$ cat config.mk
export PLATFORM = sky130hd
export DESIGN_NAME = flappy_screen_compositor
export DESIGN_NICKNAME = d
export VERILOG_FILES = /design/src/rtl/flappy_screen_compositor.sv
export SDC_FILE = /design/constraint.sdc
export NUM_CORES = 1
export LEC_CHECK = 0
export BUFFER_PORTS_ARGS = -buffer_cell sky130_fd_sc_hd__buf_2
export CAP_MARGIN = 20
export CORE_AREA = 2 2 310 312
export CTS_BUF_LIST = sky130_fd_sc_hd__clkbuf_4 sky130_fd_sc_hd__clkbuf_8
export CTS_CLUSTER_SIZE = 14
export DETAILED_ROUTE_END_ITERATION = 12
export DIE_AREA = 0 0 312 314
export PLACE_DENSITY_LB_ADDON = 0.1
export REMOVE_ABC_BUFFERS = 1
export SETUP_SLACK_MARGIN = 0.1
export SYNTH_ARGS = -nofsm -noshare
export SYNTH_HDL_FRONTEND = slang
export SYNTH_SLANG_ARGS = --single-unit
$ cat constraint.sdc
create_clock -name clk -period 6.45 [get_ports clk]
set_clock_uncertainty 0.15 [all_clocks]
set_input_delay 0.3225 -clock clk [delete_from_list [all_inputs] [get_ports clk]]
set_output_delay 0.3225 -clock clk [all_outputs]
set_load 0.01 [all_outputs]
$ cat src/rtl/flappy_screen_compositor.sv
// Frame compositor for the red/green LED matrix: merges the bird column and
// the pipe field into colour planes, runs the idle/run/pause/over sequence,
// detects bird/pipe collisions and blinks an end-screen bitmap after game over.
module flappy_screen_compositor #(
    parameter int                   COLS         = 16,
    parameter int                   ROWS         = 16,
    parameter int                   BIRD_COL     = 2,
    parameter int                   BLINK_PERIOD = 25_000_000,
    parameter logic [COLS*ROWS-1:0] END_PATTERN  = '1
) (
    input  logic                       clk,
    input  logic                       reset,
    input  logic                       start,
    input  logic                       pause,
    input  logic                       kill,
    input  logic [ROWS-1:0]            bird_in,
    input  logic [COLS-1:0][ROWS-1:0]  pipe_in,
    output logic [COLS-1:0][ROWS-1:0]  red_out,
    output logic [COLS-1:0][ROWS-1:0]  green_out,
    output logic [1:0]                 state_out,
    output logic                       collision
);

    typedef enum logic [1:0] {
        IDLE  = 2'd0,
        RUN   = 2'd1,
        PAUSE = 2'd2,
        OVER  = 2'd3
    } state_t;

    localparam int              CNT_W    = $clog2(BLINK_PERIOD + 1);
    localparam logic [CNT_W-1:0] CNT_LAST = CNT_W'(BLINK_PERIOD - 1);

    state_t                    state, ns;
    logic                      start_q;
    logic                      start_rise;
    logic                      hit;
    logic [CNT_W-1:0]          blink_cnt, blink_cnt_nx;
    logic                      blink_phase, blink_phase_nx;
    logic [COLS-1:0][ROWS-1:0] bird_frame;
    logic [COLS-1:0][ROWS-1:0] red_nx, green_nx;

    assign start_rise = start & ~start_q;
    assign hit        = |(bird_in & pipe_in[BIRD_COL]);
    assign state_out  = state;

    // Place the bird column into an otherwise empty frame.
    always_comb begin
        bird_frame           = '0;
        bird_frame[BIRD_COL] = bird_in;
    end

    // Game sequence next-state; kill/hit outrank pause, start only acts on a fresh edge.
    always_comb begin
        ns = state;
        case (state)
            IDLE:    if (start_rise) ns = RUN;
            RUN: begin
                if (kill || hit) ns = OVER;
                else if (pause)  ns = PAUSE;
            end
            PAUSE: begin
                if (kill)        ns = OVER;
                else if (!pause) ns = RUN;
            end
            OVER:    if (start_rise) ns = IDLE;
            default: ns = IDLE;
        endcase
    end

    // Blink timer: restart lit on entry to OVER, toggle every BLINK_PERIOD cycles while there.
    always_comb begin
        blink_cnt_nx   = blink_cnt;
        blink_phase_nx = blink_phase;
        if (ns == OVER) begin
            if (state != OVER) begin
                blink_cnt_nx   = '0;
                blink_phase_nx = 1'b1;
            end else if (blink_cnt == CNT_LAST) begin
                blink_cnt_nx   = '0;
                blink_phase_nx = ~blink_phase;
            end else begin
                blink_cnt_nx   = blink_cnt + CNT_W'(1);
            end
        end
    end

    // Frame content follows the state being entered; PAUSE freezes the display.
    always_comb begin
        red_nx   = red_out;
        green_nx = green_out;
        case (ns)
            IDLE: begin
                red_nx   = bird_frame;
                green_nx = '0;
            end
            RUN: begin
                red_nx   = bird_frame;
                green_nx = pipe_in;
            end
            OVER: begin
                red_nx   = blink_phase_nx ? END_PATTERN : '0;
                green_nx = '0;
            end
            default: ;
        endcase
    end

    // Register state, frames, blink timer and the sticky collision flag.
    always_ff @(posedge clk) begin
        if (reset) begin
            state       <= IDLE;
            start_q     <= 1'b0;
            red_out     <= '0;
            green_out   <= '0;
            blink_cnt   <= '0;
            blink_phase <= 1'b1;
            collision   <= 1'b0;
        end else begin
            state       <= ns;
            start_q     <= start;
            red_out     <= red_nx;
            green_out   <= green_nx;
            blink_cnt   <= blink_cnt_nx;
            blink_phase <= blink_phase_nx;
            if (state == RUN && ns == OVER && hit)
                collision <= 1'b1;
            else if (state == OVER && ns == IDLE)
                collision <= 1'b0;
        end
    end

endmodule

Yosys cells after proc, flatten, opt, wreduce, memory -nomap -nowiden
Cells that the tools add are included.
{"block": "op_classes", "addsub": 1, "multipliers": 0, "div_mod_pow": 0, "order_cmp": 0, "n_eq_ne": 7, "n_shift": 0, "mux": 17, "bitwise_logic": 4, "reduce_logical": 12}
{"operator": "case mux 256 bit (2 select lines)", "n": 2}
{"operator": "2-to-1 mux 256 bit", "n": 1}
{"operator": "2-to-1 mux 25 bit", "n": 2}
{"operator": "adder 25 x 1 -> 25 bit (second input constant)", "n": 1}
{"operator": "equality test 25 bit (second input constant)", "n": 1}
{"operator": "bitwise AND 16 bit", "n": 1}
{"operator": "OR reduction 16 bit", "n": 1}
{"operator": "2-to-1 mux 2 bit", "n": 6}
{"operator": "case mux 2 bit (4 select lines)", "n": 1}
{"operator": "equality test 2 bit (second input constant)", "n": 3}
{"operator": "nonzero test 2 bit", "n": 3}
{"operator": "2-to-1 mux 1 bit", "n": 5}
{"operator": "equality test 2 x 1 -> 1 bit (second input constant)", "n": 2}
{"operator": "logical NOT 2 bit", "n": 2}
{"operator": "OR reduction 2 bit", "n": 2}
{"operator": "logical AND 1 bit", "n": 3}
{"operator": "!= test 2 bit (second input constant)", "n": 1}
{"operator": "inverter 1 bit", "n": 2}
{"operator": "bitwise AND 1 bit", "n": 1}
{"operator": "logical OR 1 bit", "n": 1}
{"block": "totals", "ff_bits": 542, "latch_bits": 0, "ramBits": 0, "mem_bits_ro": 0, "in_bits": 277, "out_inout_bits": 515, "elab_cells": 78, "mem_count": 0}

Depth between registers and ports, before layout
Gate-level depths: netlist of run 1.
{"block": "depth", "depth_word": 9, "ltp_mapped": 12, "depth_no_buf": 11}

Least setup slack after synthesis of run 1
Ideal clock, no wire load.
{"block": "synth_path", "kind": "register to output", "from": "reg red_out[14] (netlist name)", "to": "out red_out[100] (netlist name)", "arrival_ns": 4.772, "required_ns": 5.977, "path_slack_ns": 1.205, "path_stages_with_launch": 2, "n_path_buf": 1, "cell_sequence": "dfxtp_1 > buf_4"}
{"item": "end: declaration", "line": "18", "text": "output logic [COLS-1:0][ROWS-1:0] red_out,"}

Worst setup path after layout of run 1
{"block": "layout_path", "from": "in bird_in[4]", "to": "reg green_out[131] (netlist name)"}
{"block": "layout_via", "elab_chain_cells": 8}
{"item": "start: declaration", "line": "16", "text": "input logic [ROWS-1:0] bird_in,"}
{"item": "bitwise AND 16 bit (*)", "line": "44", "text": "assign hit = |(bird_in & pipe_in[BIRD_COL]);"}
{"item": "OR reduction 16 bit (*)", "line": "44"}
{"item": "logical OR 1 bit (*)", "line": "59", "text": "if (kill || hit) ns = OVER;"}
{"item": "2-to-1 mux 2 bit (*)", "line": "59"}
{"item": "case mux 2 bit (4 select lines) (*)", "line": "56", "text": "case (state)"}
{"item": "equality test 2 bit / logical NOT 2 bit (equally long branches)", "line": "92", "text": "case (ns)"}
{"item": "OR reduction 2 bit (no line)"}
{"item": "case mux 256 bit (2 select lines) / nonzero test 2 bit (equally long branches)"}
{"item": "end signal: assignment", "line": "123", "text": "green_out <= green_nx;"}
{"item": "end: declaration", "line": "19", "text": "output logic [COLS-1:0][ROWS-1:0] green_out,"}
Every way passes the cells marked *; elsewhere a longest branch is shown, timed or not.
A chain may end at the register's enable or synchronous reset.

==> summary.txt, run 1 <==
CTS
  • Post-CTS Setup Bufs: 0
  • CTS buffer count: 69
  • Clock sink total: 303
  • Worst skew pair latency: 0.68 ns
  • Root Driver: clkbuf_8
  • H-tree depth: 3
  • Max Root-Sink Buffers: 3
  • CTS tree: built
  • Worst-path clk slew: 0.05 ns

Logic synthesis
  • Fraction of registers with async set/reset: 0%
  • Number of distinct library cells after synthesis: 52
  • Syn Inst Count: 1377
  • Largest cells by area after synthesis: dfxtp_1 (48%), a22oi_1 (14%), buf_4 (14%), nor2_1 (8.9%), clkbuf_1 (2.6%)
  • Post-synthesis cell area: 12500 um2
  • Syn Area/Cell: 9.09 um2
  • EDFF count, synth: 0
  • Mux contribution to synthesized area: 0%
  • Area share of the largest cell type after synthesis: 48.5%
  • XOR/XNOR Fraction of Synth Area: 1.12%
  • Area leader, netlist: dfxtp_1
  • Sequential-to-total area share from yosys stat: 48.5%
  • Post-synthesis compound-gate area fraction: 18.2%
  • Post-Synth Simple-Gate Area: 14.1%
  • Synth warn: 0
  • Top FF cell, synth: dfxtp_1
  • Flop and latch count out of synthesis: 303
  • Adder-cell share of the synthesized area: 0.400%
  • Largest family of logic cells by synthesized area: compound AO/OA/AOI/OAI gates

Setup path
  • CP startpoint: bird_in[4]
  • Startpoint types: input port
  • R2R cell count: 9
  • Crit Path Max Fanout: 172
  • Critical Path AT: 4.40 ns
  • Setup CP Type: input port to register
  • Crit path to: green_out[131]
  • Crit path capture type: register
  • Reg2reg start: state_out[1]
  • Reg2reg setup slack: 2.87 ns
  • CP required: 6.89 ns
  • FF-to-FF End: blink_cnt[21]

Pwr
  • Peak VDD IR: 134 uV
  • Power share of the sequential group: 35.6%
  • Internal power: 4200 uW
  • Switching power: 2160 uW
  • Combinational power share: 27.4%
  • Clock power frac: 37.0%
  • PD cells: 314 nW/um2
  • Static Leakage: 0.00977 uW
  • Net Sw Frac: 34.0%

Floorplan
  • Die extent in y: 314 um
  • Io pins: 792
  • Die area: 98000 um2
  • Core outline area: 94400 um2
  • FP Rows: 113
  • Initial Util: 13.3%
  • Die W: 312 um

Placed design
  • Detailed placer's ending HPWL: 35400 um
  • IO Port Bufs: 791
  • RePlAce Congestion: 0.720
  • Area after DPL: 16000 um2
  • Inst Count DP: 3104

Routing
  • Drt first pass iters: 4
  • Met1 Routed Length: 19600 um
  • DR vias: 12700
  • # DRC: 0
  • Routed wire per std cell: 14.8 um
  • DR WL met2: 26200 um
  • Post-route ant nets: 0
  • Drt first-iter violations: 469
  • Met3 wire len: 4610 um
  • Total wire length: 51900 um
  • Max Used Layer: met5
  • Avg Vias per Cell: 3.62

Timing
  • Unrepaired setup endpoints after global routing: no
  • Clock period minus worst slack: 3.96 ns
  • Worst-Margin Slew: 1.19 ns
  • Slew Viols, Final: 0
  • Fmax: 253 MHz
  • Hold Fails Final Rpt: 0
  • Slew Limit Headroom: 20.8%
  • Tcrit/Tclk final: 61.4%
  • Setup violations, final: 0
  • Hold WS: 0.127 ns

Global routing
  • Gr ovfl total: 0
  • GR Util All Layers: 10.0%
  • Initial antenna violation count: 5
  • First-pass GRT wire length: 76300 um
  • Vias in the first global route: 12600
  • Largest net degree at the start of global routing: 197

Final layout
  • Commonest non-fill, non-tap cell in the layout: buf_2
  • P&R area growth vs syn: 62.0%
  • Nets@finish: 2468
  • Most frequent cells in the layout: buf_2 (791), dfxtp_1 (302), nor2_1 (296)
  • Ratio of cells with drive above 1 in the final layout: 41.8%
  • Fin area: 20300 um2
  • Fin cells: 3504
  • Final Core Density: 21.5%

Outcome
  • Status: completed

Flow run
  • Maxcap violations: 0

Worst hold path
  • Hold WC Path Type: input port to register
## sequential cells by signal, indices dropped and copies added, names as in the netlist
signal and count:
blink_cnt 25, blink_phase 1, collision 1, green_out 256, red_out 17, start_q 1, state_out 2
## stage by stage
step                      setup TNS (ns)  setup WS, ns  power, uW
after floorplan                 -5108.19        -11.36       3270
after global placement                 0          2.27       3960
after detailed placement               0          2.22       3960
after CTS                              0          2.46       6580
after global routing                   0          2.23       6810
final                                  0          2.49       6360
## area by class of cell
type,instances,area [um2]
clock buffer,107,1340
tap,1265,1580
sequential,303,6070
inverter,7,26.3
fill,10500,74200
timing repair buffer,1079,6880
antenna,4,10.0
multi-input combinational,727,4250
clock inverter,12,120
## worst max-delay path, cell delays in order
cell and delay (ns):
dlygate4sd3_1 0.54, buf_2 0.13, a22o_1 0.22, a221oi_1 0.49, and4_1 0.34, a31oi_1 0.14
nor2_1 0.26, ha_4 0.59, buf_12 0.48, a22oi_1 0.24, nor2_1 0.15
## Yosys cell counts, types with 3 or more instances
library cell,instances
and4_1,3
nand4_1,13
a22oi_1,239
xor2_1,13
a22o_1,4
a21oi_1,29
xnor2_1,3
nor2_1,297
nand2b_1,5
or3_1,3
nor3b_1,19
o21ai_0,8
inv_1,6
o22ai_1,16
nand3b_1,3
nand2_1,16
a221oi_1,4
dfxtp_1,303
and3_1,7
clkbuf_1,86
buf_2,4
ha_1,4
buf_4,239
buf_1,9
nand3_1,9
## timing repair
item,in CTS,in global routing
hold buffers,276,0
setup endpoints to repair,0,0
resized for setup,0,0
endpoints found under the hold margin,275,0
## power groups by stage
| stage | Clock [uW] | Combinational [uW] | Sequential [uW] |
|---|---|---|---|
| 2_1_floorplan | 0 | 759 | 2510 |
| 3_3_place_gp | 0 | 1660 | 2300 |
| 3_5_place_dp | 0 | 1660 | 2300 |
| 4_1_cts | 2510 | 1800 | 2270 |
| 5_1_grt | 2580 | 1930 | 2300 |
| 6_report | 2350 | 1740 | 2260 |
## worst min path at each step
stage                         start              to  slack, ns  depth (start not counted)
after floorplan               reset    blink_cnt[0]       0.24                          1
after global placement    collision       collision       0.30                          2
after detailed placement  collision       collision       0.30                          2
after CTS                     reset  green_out[228]       0.03                          2
after global routing          reset  green_out[250]       0.12                          2
final                         reset  green_out[225]       0.13                          2
## layer usage
layer  up-vias  GRT usage, %
met5         -             0
li1       6170             -
met4         4          4.17
met2       534          17.9
met1      5873          10.5
met3        87          3.89
## cell families after synthesis
| family | Yosys count |
|---|---|
| adders and majority gates | 4 |
| AOI/OAI and AO/OA | 313 |
| and+or+nand+nor | 394 |
| buffers and inverters | 347 |
| DFF | 303 |
| xor gates and xnor gates | 16 |
(Power assumes the default switching activity.)
==> run 2: changes to the inputs <==
Clock period 6.45 ns to 3.4 ns, I/O delays scaled along.
==> run 2 against run 1 <==
Compared with the run above:
- worst hold slack improved by 0.0055 ns
- final cell count grew 2.1%
- sequential share of layout area decreased by 1.1 points
- sequential cell count stayed put
- first-iteration DRC count down 4.3%
- clock power up 88%
- sequential power grew 89%
- largest cell class unchanged
==> summary.txt, run 2 (synthesis gave the netlist of run 1 again) <==
Routing
  • DR vias: 13000 (was 12700)
  • Drt first pass iters: 4 (unchanged)
  • Avg Vias per Cell: 3.64 (was 3.62)
  • Post-route ant nets: 0 (unchanged)
  • Drt first-iter violations: 449 (was 469)
  • Total wire length: 52400 um (was 51900 um)
  • Routed wire per std cell: 14.7 um (was 14.8 um)
  • # DRC: 0 (unchanged)

Global routing
  • Initial antenna violation count: 2 (was 5)
  • Vias in the first global route: 13100 (was 12600)
  • First-pass GRT wire length: 77500 um (was 76300 um)
  • Gr ovfl total: 0 (unchanged)
  • Largest net degree at the start of global routing: 233 (was 197)
  • GR Util All Layers: 10.2% (was 10.0%)

CTS
  • Max Root-Sink Buffers: 3 (unchanged)
  • CTS tree: built (unchanged)
  • CTS buffer count: 67 (was 69)
  • Worst-path clk slew: 0.06 ns (was 0.05 ns)
  • Worst skew pair latency: 0.66 ns (was 0.68 ns)
  • Clock sink total: 303 (unchanged)
  • H-tree depth: 3 (unchanged)
  • Root Driver: clkbuf_8 (unchanged)

Placed design
  • Area after DPL: 16300 um2 (was 16000 um2)
  • Inst Count DP: 3130 (was 3104)
  • IO Port Bufs: 791 (unchanged)
  • Detailed placer's ending HPWL: 36200 um (was 35400 um)
  • RePlAce Congestion: 0.735 (was 0.720)

Final layout
  • P&R area growth vs syn: 68.2% (was 62.0%)
  • Commonest non-fill, non-tap cell in the layout: buf_2 (unchanged)
  • Number of flip-flops in the largest register: 256 (unchanged)
  • Antenna diodes: 0 (was 4)
  • Most frequent cells in the layout: buf_2 (790), dlygate4sd3_1 (328), dfxtp_1 (302) (was buf_2 (791), dfxtp_1 (302), nor2_1 (296))
  • Top flop regs: green_out (256), blink_cnt (25), red_out (17) (unchanged)
  • Ratio of cells with drive above 1 in the final layout: 41.7% (was 41.8%)
  • Fin cells: 3576 (was 3504)
  • Fill count: 10600 (was 10500)
  • Fin area: 21100 um2 (was 20300 um2)
  • Final Core Density: 22.3% (was 21.5%)
  • Register with the most flip-flops: green_out (unchanged)
  • Nets@finish: 2545 (was 2468)

Flow run
  • Maxcap violations: 0 (unchanged)

Timing
  • Slew Limit Headroom: 49.7% (was 20.8%)
  • Hold Fails Final Rpt: 0 (unchanged)
  • Total negative slack: 0 ns (unchanged)
  • Fmax: 322 MHz
  • Clock period minus worst slack: 3.11 ns
  • Tcrit/Tclk final: 91.3%
  • Slew Viols, Final: 0 (unchanged)
  • Setup violations, final: 0 (unchanged)
  • Unrepaired setup endpoints after global routing: no (unchanged)
  • Worst-Margin Slew: 0.755 ns (was 1.19 ns)

Pwr
  • Static Leakage: 0.0103 uW (was 0.00977 uW)
  • PD cells: 584 nW/um2 (was 314 nW/um2)
  • Peak VDD IR: 248 uV (was 134 uV)

Setup path
  • CP required: 3.80 ns (was 6.89 ns)
  • Setup CP Type: input port to register (unchanged)
  • Crit Path Max Fanout: 43 (was 172)
  • Startpoint types: input port (unchanged)
  • Critical Path AT: 3.50 ns (was 4.40 ns)
  • Crit path capture type: register (unchanged)

Outcome
  • Status: completed (unchanged)

Floorplan
  • Die extent in y: 314 um (unchanged)
  • Initial Util: 13.3% (unchanged)
  • Die area: 98000 um2 (unchanged)
  • Io pins: 792 (unchanged)
  • Die W: 312 um (unchanged)
  • FP Rows: 113 (unchanged)
  • Core outline area: 94400 um2 (unchanged)

Worst hold path
  • Hold WC Path Type: input port to register (unchanged)
## run 2: cell types whose count changed in the layout (fill, tap and decap cells not counted), sizes merged
cell         before  now
clkbuf          108  106
dlygate4sd3     276  328
bufinv            1    2
inv               7    8
diode             4    0
buf             802  829
clkinvlp          5    2
## run 2: area by class of cell
type | count | area, um2 | area share [%]
inverter | 7 | 26.3 | 0.125
multi-input combinational | 727 | 4280 | 20.3
timing repair buffer | 1158 | 7670 | 36.4
sequential | 303 | 6070 | 28.8
clock buffer | 105 | 1310 | 6.24
clock inverter | 11 | 120 | 0.570
tap | 1265 | 1580 | 7.52
## run 2: final timing paths
| kind | from | cells past startpoint | slack [ns] | endpoint |
|---|---|---|---|---|
| hold reg to reg | collision | 2 | 0.33 | collision |
| hold / removal | pipe_in[197] | 4 | 0.13 | green_out[197] |
| setup / recovery | bird_in[10] | 13 | 0.29 | green_out[32] |
| setup reg to reg | state_out[1] | 9 | 0.44 | green_out[32] |
## run 2: what timing repair did
action | 4_1_cts | 5_1_grt
resized for setup | 0 | 5
setup buffers | 0 | 2
hold buffers | 328 | 0
setup endpoints to repair | 0 | 54
hold endpoints to repair | 282 | 0
## run 2: power by group
part           switching (uW)  internal, uW
Combinational            2030          1570
Sequential                247          4040
Clock                    1820          2600
Total                    4100          8200
## run 2: stage by stage
step | power, uW | hold slack, ns | setup slack, ns
after floorplan | 5980 | 0.0891 | -14.25
after global placement | 7650 | 0.250 | 0.154
after detailed placement | 7640 | 0.257 | 0.178
after CTS | 12700 | 0.0206 | 0.108
after global routing | 13200 | 0.0900 | 0.125
final | 12300 | 0.133 | 0.294
## run 2: per-layer routing
metal  vias to the layer above  GRT usage [%]  share of wire, %
li1                       6326              -                 -
met1                      6080           10.5                38
met2                       528           18.2                50
met3                        94           3.91               9.0
met4                         4           4.27               2.9
met5                         -              0             0.046
## run 2: critical path: stages
cell	delay [ns]
dlygate4sd3_1	0.57
buf_2	0.14
a22o_1	0.22
a221oi_1	0.19
and4_1	0.29
a31oi_1	0.16
nor2_2	0.18
ha_4	0.25
buf_4	0.43
nor3b_1	0.11
a21oi_1	0.14
nor2_1	0.05
dlygate4sd3_1	0.57
==> run 3: changes to the inputs <==
==> constraint.sdc (replaced) <==
create_clock -name clk -period 3.4 [get_ports clk]
set_clock_uncertainty 0.15 [all_clocks]
set_input_delay 0.68 -clock clk [delete_from_list [all_inputs] [get_ports clk]]
set_output_delay 0.68 -clock clk [all_outputs]
set_load 0.01 [all_outputs]
==> run 3 against run 2 <==
Compared with the run above:
- first-iteration DRC count up 7.6%
- largest cell class is now flip-flops and latches
- highest routed layer unchanged
- clock power about the same
- sequential cell count unchanged
- maximum frequency down 1.4%
- total power down 0.87%
==> summary.txt, run 3 (synthesis gave the netlist of run 1 again) <==
Setup path
  • Startpoint types: input port (unchanged)
  • Setup CP Type: input port to register (unchanged)
  • Reg2reg start: state_out[1] (unchanged)
  • Crit path capture type: register (unchanged)
  • CP startpoint: bird_in[4] (was bird_in[10])
  • Critical Path AT: 3.51 ns (was 3.50 ns)
  • Crit Path Max Fanout: 16 (was 43)
  • CP required: 3.76 ns (was 3.80 ns)

Global routing
  • Largest net degree at the start of global routing: 141 (was 233)
  • GR Util All Layers: 9.97% (was 10.2%)
  • First-pass GRT wire length: 75100 um (was 77500 um)
  • Vias in the first global route: 11900 (was 13100)
  • Gr ovfl total: 0 (unchanged)
  • Initial antenna violation count: 5 (was 2)

Routing
  • # DRC: 0 (unchanged)
  • DR vias: 12100 (was 13000)
  • Post-route ant nets: 0 (unchanged)
  • Drt first pass iters: 4 (unchanged)
  • Drt first-iter violations: 483 (was 449)
  • Routed wire per std cell: 15.2 um (was 14.7 um)
  • Avg Vias per Cell: 3.59 (was 3.64)
  • Total wire length: 51300 um (was 52400 um)

Final layout
  • Commonest non-fill, non-tap cell in the layout: buf_2 (unchanged)
  • Top flop regs: green_out (256), blink_cnt (25), red_out (17) (unchanged)
  • Final Core Density: 20.1% (was 22.3%)
  • Ratio of cells with drive above 1 in the final layout: 47.6% (was 41.7%)
  • Nets@finish: 2349 (was 2545)
  • Most frequent cells in the layout: buf_2 (790), dfxtp_1 (302), nor2_1 (296) (was buf_2 (790), dlygate4sd3_1 (328), dfxtp_1 (302))
  • Register with the most flip-flops: green_out (unchanged)
  • P&R area growth vs syn: 51.7% (was 68.2%)
  • Number of flip-flops in the largest register: 256 (unchanged)
  • Fin cells: 3378 (was 3576)
  • Fill count: 10700 (was 10600)

Pwr
  • Static Leakage: 0.00936 uW (was 0.0103 uW)
  • Net Sw Frac: 33.5% (was 33.3%)
  • Tot Pwr: 12200 uW (was 12300 uW)
  • Clock power frac: 36.4% (was 35.9%)
  • Peak VDD IR: 238 uV (was 248 uV)
  • Internal power: 8110 uW (was 8200 uW)
  • Power share of the sequential group: 35.1% (was 34.8%)
  • Combinational power share: 28.6% (was 29.3%)
  • PD cells: 642 nW/um2 (was 584 nW/um2)
  • Switching power: 4090 uW (was 4100 uW)

Placed design
  • Detailed placer's ending HPWL: 37600 um (was 36200 um)
  • Inst Count DP: 3180 (was 3130)
  • IO Port Bufs: 791 (unchanged)
  • RePlAce Congestion: 0.731 (was 0.735)

CTS
  • Post-cts sizing count: 0 (unchanged)
  • Worst skew pair latency: 0.66 ns (about the same)
  • CTS tree: built (unchanged)
  • Clock sink total: 303 (unchanged)
  • Max Root-Sink Buffers: 3 (unchanged)
  • Worst-path clk slew: 0.06 ns (about the same)
  • CTS buffer count: 68 (was 67)
  • Post-CTS Setup Bufs: 0 (unchanged)
  • H-tree depth: 3 (unchanged)
  • Root Driver: clkbuf_8 (unchanged)
  • CTS Hold Bufs: 82 (was 328)

Timing
  • Clock period minus worst slack: 3.15 ns (was 3.11 ns)
  • Fmax: 317 MHz (was 322 MHz)
  • Setup violations, final: 0 (unchanged)
  • Unrepaired setup endpoints after global routing: no (unchanged)
  • Hold Fails Final Rpt: 0 (unchanged)
  • Worst-Margin Slew: 0.952 ns (was 0.755 ns)
  • Slew Viols, Final: 0 (unchanged)
  • Tcrit/Tclk final: 92.7% (was 91.3%)
  • Slew Limit Headroom: 36.3% (was 49.7%)

Floorplan
  • Die area: 98000 um2 (unchanged)
  • Die W: 312 um (unchanged)
  • Io pins: 792 (unchanged)
  • Core outline area: 94400 um2 (unchanged)
  • Die extent in y: 314 um (unchanged)
  • FP Rows: 113 (unchanged)
  • Initial Util: 13.3% (unchanged)

Worst hold path
  • Hold WC Path Type: input port to register (unchanged)
  • HP Start: pipe_in[179] (was pipe_in[197])

Flow run
  • Maxcap violations: 0 (unchanged)

Outcome
  • Status: completed (unchanged)
==> run 3: power groups by stage <==
stage | clock network (uW) | registers, uW | logic (uW)
floorplan | 0 | 4680 | 1300
global placement | 0 | 4350 | 3510
detailed placement | 0 | 4340 | 3510
CTS | 4710 | 4280 | 3590
global route | 4860 | 4340 | 3850
finish | 4430 | 4280 | 3490
==> run 3: final cells by class <==
class | count | area [um2] | share of cell area, %
sequential | 303 | 6070 | 32.0
timing repair buffer | 961 | 5630 | 29.7
multi-input combinational | 727 | 4250 | 22.4
tap | 1265 | 1580 | 8.33
clock buffer | 98 | 1210 | 6.38
clock inverter | 16 | 215 | 1.13
inverter | 7 | 26.3 | 0.138
antenna | 1 | 2.50 | 0.0132
==> run 3: worst max-delay path, stage by stage <==
cell	delay [ns]
buf_2	0.11
a22o_1	0.21
a221oi_1	0.56
and4_1	0.35
a31oi_1	0.14
or2_2	0.30
ha_1	0.30
buf_4	0.19
or2_2	0.43
o22ai_1	0.17
nor2_1	0.06
==> run 3: path summary, 6_finish.rpt <==
check	end	slack [ns]	cells past startpoint
setup reg to reg	blink_cnt[21]	0.55	9
setup / recovery	red_out[46]	0.25	11
hold / removal	green_out[179]	0.11	3
hold reg to reg	collision	0.31	2
==> run 3: through the flow <==
step	cell area (um2)	TNS (ns)	worst slack, ns	hold slack, ns
4_1_cts	19000	0	0.144	0.0000880
3_5_place_dp	16700	-87.97	-0.505	0.311
3_3_place_gp	16700	-78.53	-0.493	0.302
5_1_grt	19000	0	0.129	0.0289
2_1_floorplan	10300	-6855.88	-14.76	0.307
6_report	19000	0	0.249	0.109
==> run 3: per-layer routing <==
metal  track usage, %  part of all wire [%]  vias to the layer above
met5                0                 0.064                        -
li1                 -                     -                     5930
met3             3.85                   9.0                       91
met2             17.5                    50                      532
met1             10.6                    38                     5561
met4             4.35                   3.0                        6
